### src/rtl/alert_icon_scheduler_if.sv
// Pixel-timing, alert-request, icon-ROM and overlay-colour signals of the alert icon scheduler.
// The scheduler side takes the master modport; the VGA path / ROM side takes the slave modport.
interface alert_icon_scheduler_if;
  logic        i_pix_ce;
  logic [10:0] i_x;
  logic [9:0]  i_y;
  logic        i_fire;
  logic        i_warning;
  logic        o_rom_en;
  logic [14:0] o_rom_addr;
  logic [11:0] i_rom_data;
  logic [3:0]  o_red;
  logic [3:0]  o_green;
  logic [3:0]  o_blue;
  logic [1:0]  o_active_icon;

  modport master (
    input  i_pix_ce, i_x, i_y, i_fire, i_warning, i_rom_data,
    output o_rom_en, o_rom_addr, o_red, o_green, o_blue, o_active_icon
  );

  modport slave (
    output i_pix_ce, i_x, i_y, i_fire, i_warning, i_rom_data,
    input  o_rom_en, o_rom_addr, o_red, o_green, o_blue, o_active_icon
  );
endinterface

### src/rtl/alert_icon_scheduler.sv
// Chooses the alert icon once per frame, walks the shared icon ROM in raster order over the
// overlay slot and returns the ROM colour three clocks after each pixel strobe.
module alert_icon_scheduler #(
  parameter int X0           = 521,
  parameter int Y0           = 1,
  parameter int ICON_W       = 120,
  parameter int ICON_H       = 120,
  parameter int WARN_BASE    = 14400,
  parameter int DWELL_FRAMES = 60
) (
  input  logic                  i_clk,
  input  logic                  i_rst_n,
  alert_icon_scheduler_if.master bus
);

  typedef enum logic [1:0] {
    IDLE = 2'b00,
    FIRE = 2'b01,
    WARN = 2'b10
  } state_t;

  localparam int          DW         = (DWELL_FRAMES > 1) ? $clog2(DWELL_FRAMES) : 1;
  localparam logic [14:0] LAST_OFF   = 15'(ICON_W * ICON_H - 1);
  localparam logic [14:0] WARN_OFF   = 15'(WARN_BASE);
  localparam logic [10:0] X_LO       = 11'(X0);
  localparam logic [10:0] X_HI       = 11'(X0 + ICON_W - 1);
  localparam logic [9:0]  Y_LO       = 10'(Y0);
  localparam logic [9:0]  Y_HI       = 10'(Y0 + ICON_H - 1);
  localparam logic [DW-1:0] DWELL_LAST = DW'(DWELL_FRAMES - 1);

  state_t      state;
  state_t      next_state;
  state_t      pix_state;
  logic [DW-1:0] dwell;
  logic [DW-1:0] next_dwell;
  logic [14:0] offset;
  logic [14:0] base_off;
  logic [14:0] next_offset;
  logic [14:0] fetch_addr;
  logic        frame_start;
  logic        in_slot;
  logic        fetch;
  logic        pix_d1;
  logic        pix_d2;
  logic        en_d2;
  logic        rom_en;
  logic [14:0] rom_addr;
  logic [11:0] rgb;

  assign frame_start = bus.i_pix_ce && (bus.i_x == 11'd0) && (bus.i_y == 10'd0);
  assign in_slot     = (bus.i_x >= X_LO) && (bus.i_x <= X_HI) &&
                       (bus.i_y >= Y_LO) && (bus.i_y <= Y_HI);

  // Icon decision taken at frame start; dwell only advances while both alerts compete.
  // NOTE: every always_comb output gets a default first so no path can infer a latch.
  always_comb begin
    next_state = state;
    next_dwell = dwell;
    unique case ({bus.i_fire, bus.i_warning})
      2'b00: begin
        next_state = IDLE;
        next_dwell = '0;
      end
      2'b10: begin
        next_state = FIRE;
        next_dwell = '0;
      end
      2'b01: begin
        next_state = WARN;
        next_dwell = '0;
      end
      default: begin
        if (state == IDLE) begin
          next_state = FIRE;
          next_dwell = '0;
        end else if (dwell == DWELL_LAST) begin
          next_state = (state == FIRE) ? WARN : FIRE;
          next_dwell = '0;
        end else begin
          next_dwell = dwell + DW'(1);
        end
      end
    endcase
  end

  // The frame-start strobe itself is fetched under the newly chosen icon with a fresh offset.
  always_comb begin
    pix_state   = frame_start ? next_state : state;
    base_off    = frame_start ? 15'd0 : offset;
    fetch       = bus.i_pix_ce && in_slot && (pix_state != IDLE);
    fetch_addr  = (pix_state == WARN) ? (WARN_OFF + base_off) : base_off;
    next_offset = base_off;
    if (fetch) begin
      next_offset = (base_off == LAST_OFF) ? 15'd0 : (base_off + 15'd1);
    end
  end

  // NOTE: all state below uses non-blocking assignments so every register samples pre-edge values.
  always_ff @(posedge i_clk or negedge i_rst_n) begin
    if (!i_rst_n) begin
      state    <= IDLE;
      dwell    <= '0;
      offset   <= '0;
      rom_en   <= 1'b0;
      rom_addr <= '0;
      pix_d1   <= 1'b0;
      pix_d2   <= 1'b0;
      en_d2    <= 1'b0;
      rgb      <= '0;
    end else begin
      if (frame_start) begin
        state <= next_state;
        dwell <= next_dwell;
      end
      offset <= next_offset;
      rom_en <= fetch;
      if (fetch) begin
        rom_addr <= fetch_addr;
      end
      pix_d1 <= bus.i_pix_ce;
      pix_d2 <= pix_d1;
      en_d2  <= rom_en;
      // Colour changes only on a pixel's third cycle and holds between pixels.
      if (pix_d2) begin
        rgb <= en_d2 ? bus.i_rom_data : 12'd0;
      end
    end
  end

  assign bus.o_rom_en      = rom_en;
  assign bus.o_rom_addr    = rom_addr;
  assign bus.o_red         = rgb[11:8];
  assign bus.o_green       = rgb[7:4];
  assign bus.o_blue        = rgb[3:0];
  assign bus.o_active_icon = state;

endmodule

### src/flat_wrapper.sv
// flat-port wrapper written by rule: the top's interface ports become plain ports
module alert_icon_scheduler_flat 
#(
  parameter int X0           = 521,
  parameter int Y0           = 1,
  parameter int ICON_W       = 120,
  parameter int ICON_H       = 120,
  parameter int WARN_BASE    = 14400,
  parameter int DWELL_FRAMES = 60
)
  (i_clk, i_rst_n, bus_i_pix_ce, bus_i_x, bus_i_y, bus_i_fire, bus_i_warning, bus_i_rom_data, bus_o_rom_en, bus_o_rom_addr, bus_o_red, bus_o_green, bus_o_blue, bus_o_active_icon);
  alert_icon_scheduler_if bus_i ();
  input  logic i_clk;
  input  logic i_rst_n;
  input wire logic [$bits(bus_i.i_pix_ce)-1:0] bus_i_pix_ce;
  input wire logic [$bits(bus_i.i_x)-1:0] bus_i_x;
  input wire logic [$bits(bus_i.i_y)-1:0] bus_i_y;
  input wire logic [$bits(bus_i.i_fire)-1:0] bus_i_fire;
  input wire logic [$bits(bus_i.i_warning)-1:0] bus_i_warning;
  input wire logic [$bits(bus_i.i_rom_data)-1:0] bus_i_rom_data;
  output wire logic [$bits(bus_i.o_rom_en)-1:0] bus_o_rom_en;
  output wire logic [$bits(bus_i.o_rom_addr)-1:0] bus_o_rom_addr;
  output wire logic [$bits(bus_i.o_red)-1:0] bus_o_red;
  output wire logic [$bits(bus_i.o_green)-1:0] bus_o_green;
  output wire logic [$bits(bus_i.o_blue)-1:0] bus_o_blue;
  output wire logic [$bits(bus_i.o_active_icon)-1:0] bus_o_active_icon;
  assign bus_i.i_pix_ce = bus_i_pix_ce;
  assign bus_i.i_x = bus_i_x;
  assign bus_i.i_y = bus_i_y;
  assign bus_i.i_fire = bus_i_fire;
  assign bus_i.i_warning = bus_i_warning;
  assign bus_i.i_rom_data = bus_i_rom_data;
  assign bus_o_rom_en = bus_i.o_rom_en;
  assign bus_o_rom_addr = bus_i.o_rom_addr;
  assign bus_o_red = bus_i.o_red;
  assign bus_o_green = bus_i.o_green;
  assign bus_o_blue = bus_i.o_blue;
  assign bus_o_active_icon = bus_i.o_active_icon;
  alert_icon_scheduler #(.X0(X0), .Y0(Y0), .ICON_W(ICON_W), .ICON_H(ICON_H), .WARN_BASE(WARN_BASE), .DWELL_FRAMES(DWELL_FRAMES)) u_core (.i_clk(i_clk), .i_rst_n(i_rst_n), .bus(bus_i));
endmodule
### config.mk
export PLATFORM = sky130hd
export DESIGN_NAME = alert_icon_scheduler_flat
export DESIGN_NICKNAME = d
export VERILOG_FILES = /design/src/rtl/alert_icon_scheduler_if.sv /design/src/rtl/alert_icon_scheduler.sv /design/src/flat_wrapper.sv
export SDC_FILE = /design/constraint.sdc
export NUM_CORES = 1
export LEC_CHECK = 0
export CORE_AREA = 2 2 140 74
export CTS_CLUSTER_SIZE = 14
export DETAILED_ROUTE_END_ITERATION = 16
export DIE_AREA = 0 0 142 76
export GPL_ROUTABILITY_DRIVEN = 0
export GPL_TIMING_DRIVEN = 0
export PLACE_DENSITY = 0.53
export SLEW_MARGIN = 20
export SYNTH_ARGS = -nofsm -noshare
export SYNTH_HDL_FRONTEND = slang
export SYNTH_SLANG_ARGS = --single-unit
### constraint.sdc
create_clock -name i_clk -period 2.6 [get_ports i_clk]
set_input_delay 0.26 -clock i_clk [delete_from_list [all_inputs] [get_ports i_clk]]
set_output_delay 0.26 -clock i_clk [all_outputs]
set_load 0.01 [all_outputs]
==> results_dict.tcl <==
set metrics [dict create \
    start_util_pct 28.75 \
    grt_max_degree 55 \
    drtAntennaViolNets 0 \
    fillers 946 \
    cp.required_ps 2780 \
    cts_tree "yes" \
    clock_skew_ps 4.522 \
    critPathMaxFanout 7 \
    r2r_end "u_core.bus.o_rom_addr[14]$_DFFE_PN0N_" \
    synth_cell_types 45 \
    drt_iter0_markers 157 \
    cts_inserted_buffers 5 \
    vias 2572 \
    finalMaxSlewViolations 0 \
    p_per_area_nw_per_um2 407.3 \
    fin_tns_setup_ps 0 \
    worst_hold_slack_ps 5.992 \
    placed_area_um2 3628 \
    hold_viol_final 0 \
    synth-edff-count 0 \
    worstSetupPathType "in2reg" \
    root_buffer "clkbuf_16" \
    syn_inst 311 \
    cp_data_arrival_time_ps 2750 \
    worstSkewPairLatency_ps 300 \
    relSlewSlack_pct 52.83 \
    ys_async_sr_fraction_pct 100.0 \
    regArea_um2 1351 \
    yosys_warnings 0 \
    worst_pin_slew_ps 707.6 \
    cts_sinks 54 \
    instances_no_fill 521 \
    dp_hpwl_um 6110 \
    post_synth.cell_area_avg_um2 8.992 \
    cts_buffer_depth 2 \
    rr_startpoint "u_core.dwell[0]$_DFFE_PN0P_" \
    syn_nets 353 \
    status "complete, no violations" \
    die_x_um 142 \
    leakage_nw 1.590 \
    grt_pass1_vias 2477 \
    critical_path.startpoint "bus_i_x[4]" \
    first_pass_iters 4 \
    nets 436 \
    drive_above_1_share_pct 13.67 \
    die_h_um 76 \
    finalSetupViolCount 0 \
    cts_max_level 2 \
    hp-class "in2async" \
    remaining_drc_errors 0 \
    ys.flop_type "dfrtp_1" \
    die_area_um2 10790 \
    fin_area_um2 4024 \
    rows 26 \
    overflow 0 \
    cts.clk_slew.worst_paths_ps 70 \
    critPathCapture "u_core.offset[5]$_DFF_PN0_" \
    min_period_ps 2570 \
    reg2reg_slack_ps 260 \
    maxCapViolCount 0 \
    multi_input_area_um2 1480 \
    hold_buffers 0 \
    track_usage_pct 16.43 \
    boundaryPins 68 \
    start_kind "input pin" \
    antenna_found_initial 0 \
    pre_cts_ws_ps -1134 \
    reg2regPathDepth 7 \
    power.total_mw 1.639 \
    dp_cells 504 \
    grt_pass1_wl_um 13790 \
    post_drt_via_cell_ratio 4.937 \
    antennaDiodeCount 0 \
    min_period_over_period_pct 98.86 \
    syn_area_um2 2796 \
    routed_wl_um 8440 \
    utilization_pct 41.37 \
    end_kind "flip-flop" \
    avgRoutedWirePerCell_um 16.20 \
    ir_worst_vdd_mv 0.2306 \
    seq_area_frac_synth_pct 48.32 \
    portBuffers 67 \
    core_um2 9727 \
    yosys_register_bits 54 \
    timing.fmax_mhz 389.1 \
    worst_slack_ps 29.75 \
    syn_to_final_growth_pct 43.89 \
]
[cells in the mapped netlist, types with 3 or more instances]
cell / number / area [um2]
a21oi_1: 7 / 35.03
ha_1: 4 / 50.05
nor4_1: 4 / 25.02
or3_1: 3 / 18.77
xnor2_1: 11 / 96.34
or2_2: 3 / 18.77
nor3_1: 11 / 55.05
o21ai_0: 39 / 195.2
inv_1: 20 / 75.07
o22ai_1: 3 / 18.77
mux2_2: 3 / 33.78
nand2b_1: 4 / 25.02
o211ai_1: 3 / 22.52
nand3_1: 26 / 130.1
clkbuf_1: 8 / 30.03
dfrtp_1: 54 / 1351
nand2_1: 40 / 150.1
nor2_1: 26 / 97.59
o31ai_1: 6 / 45.04
[layer usage]
metal	up-vias	global-route usage [%]	wire length (um)	share of wire [%]
li1	1256	-	-	-
met1	1246	27.11	4451	53
met2	60	21.30	3420	41
met3	10	3.583	474	5.6
met4	0	3.400	93	1.1
met5	-	0	0	0
[power breakdown]
group          internal (mW)  switching, mW
Clock                  0.383          0.310
Sequential             0.841        0.00156
Combinational         0.0578         0.0448
Total                   1.28          0.357
[layout make-up]
type                       instances  area share [%]
buffer                            10           1.430
clock buffer                       7           3.545
clock inverter                     1          0.1244
inverter                          21           1.959
multi-input combinational        225           36.78
sequential                        54           33.58
tap                              126           3.918
timing repair buffer              77           18.66
[critical path, cell delays in order]
cell             delay, ps
clkdlybuf4s50_1        390
or3_4                  390
nand2b_4               180
or2_4                  300
buf_8                  140
nand2_4                 70
ha_4                   120
nand2_2                 60
nor3_4                 320
nand2_2                140
o22ai_4                280
nor2_2                  80
[logic make-up after synthesis]
logic type / Yosys count / share of synthesized area, %
adders and majority gates: 4 / 1.790
buffers and inverters: 32 / 4.653
and+or+nand+nor: 137 / 25.10
DFF: 54 / 48.32
AOI/OAI and AO/OA: 66 / 13.96
xor gates and xnor gates: 13 / 4.072
muxes: 5 / 2.103
[worst min-delay path by stage]
stage | to | slack [ps] | cells after the start
2_1_floorplan | u_core.bus.o_active_icon[0]$_DFF_PN0_ | -40 | 0
3_3_place_gp | u_core.pix_d2$_DFF_PN0_ | 330 | 0
3_5_place_dp | u_core.pix_d2$_DFF_PN0_ | 350 | 0
4_1_cts | u_core.offset[7]$_DFF_PN0_ | 50 | 1
5_1_grt | u_core.offset[7]$_DFF_PN0_ | 80 | 1
6_report | u_core.bus.o_rom_addr[14]$_DFFE_PN0N_ | 6 | 1
[repair_timing]
item	in CTS	in global routing
setup endpoints to repair	23	16
gates cloned	0	0
setup buffers	3	7
resized for setup	27	17
pin swaps	7	12
hold endpoints to repair	0	0
[sequential cells by signal, summed over array words and instances (netlist names)]
| name | count |
|---|---|
| u_core.bus.o_active_icon | 2 |
| u_core.pix_d1 | 1 |
| u_core.en_d2 | 1 |
| u_core.bus.o_rom_en | 1 |
| u_core.dwell | 6 |
| u_core.rgb | 12 |
| u_core.pix_d2 | 1 |
| u_core.bus.o_rom_addr | 15 |
| u_core.offset | 15 |
[cells in the final DEF (no fill, tap or decap), types with 7 or more instances in the layout]
cell             instances
nand2_1                 36
nand3_1                 25
clkdlybuf4s50_1         63
buf_4                   11
clkbuf_1                 8
a21oi_1                  7
inv_1                   19
dfrtp_1                 54
o21ai_0                 36
nor3_1                  10
xnor2_1                 11
nor2_1                  22
Power figures use the tool's default switching activity.
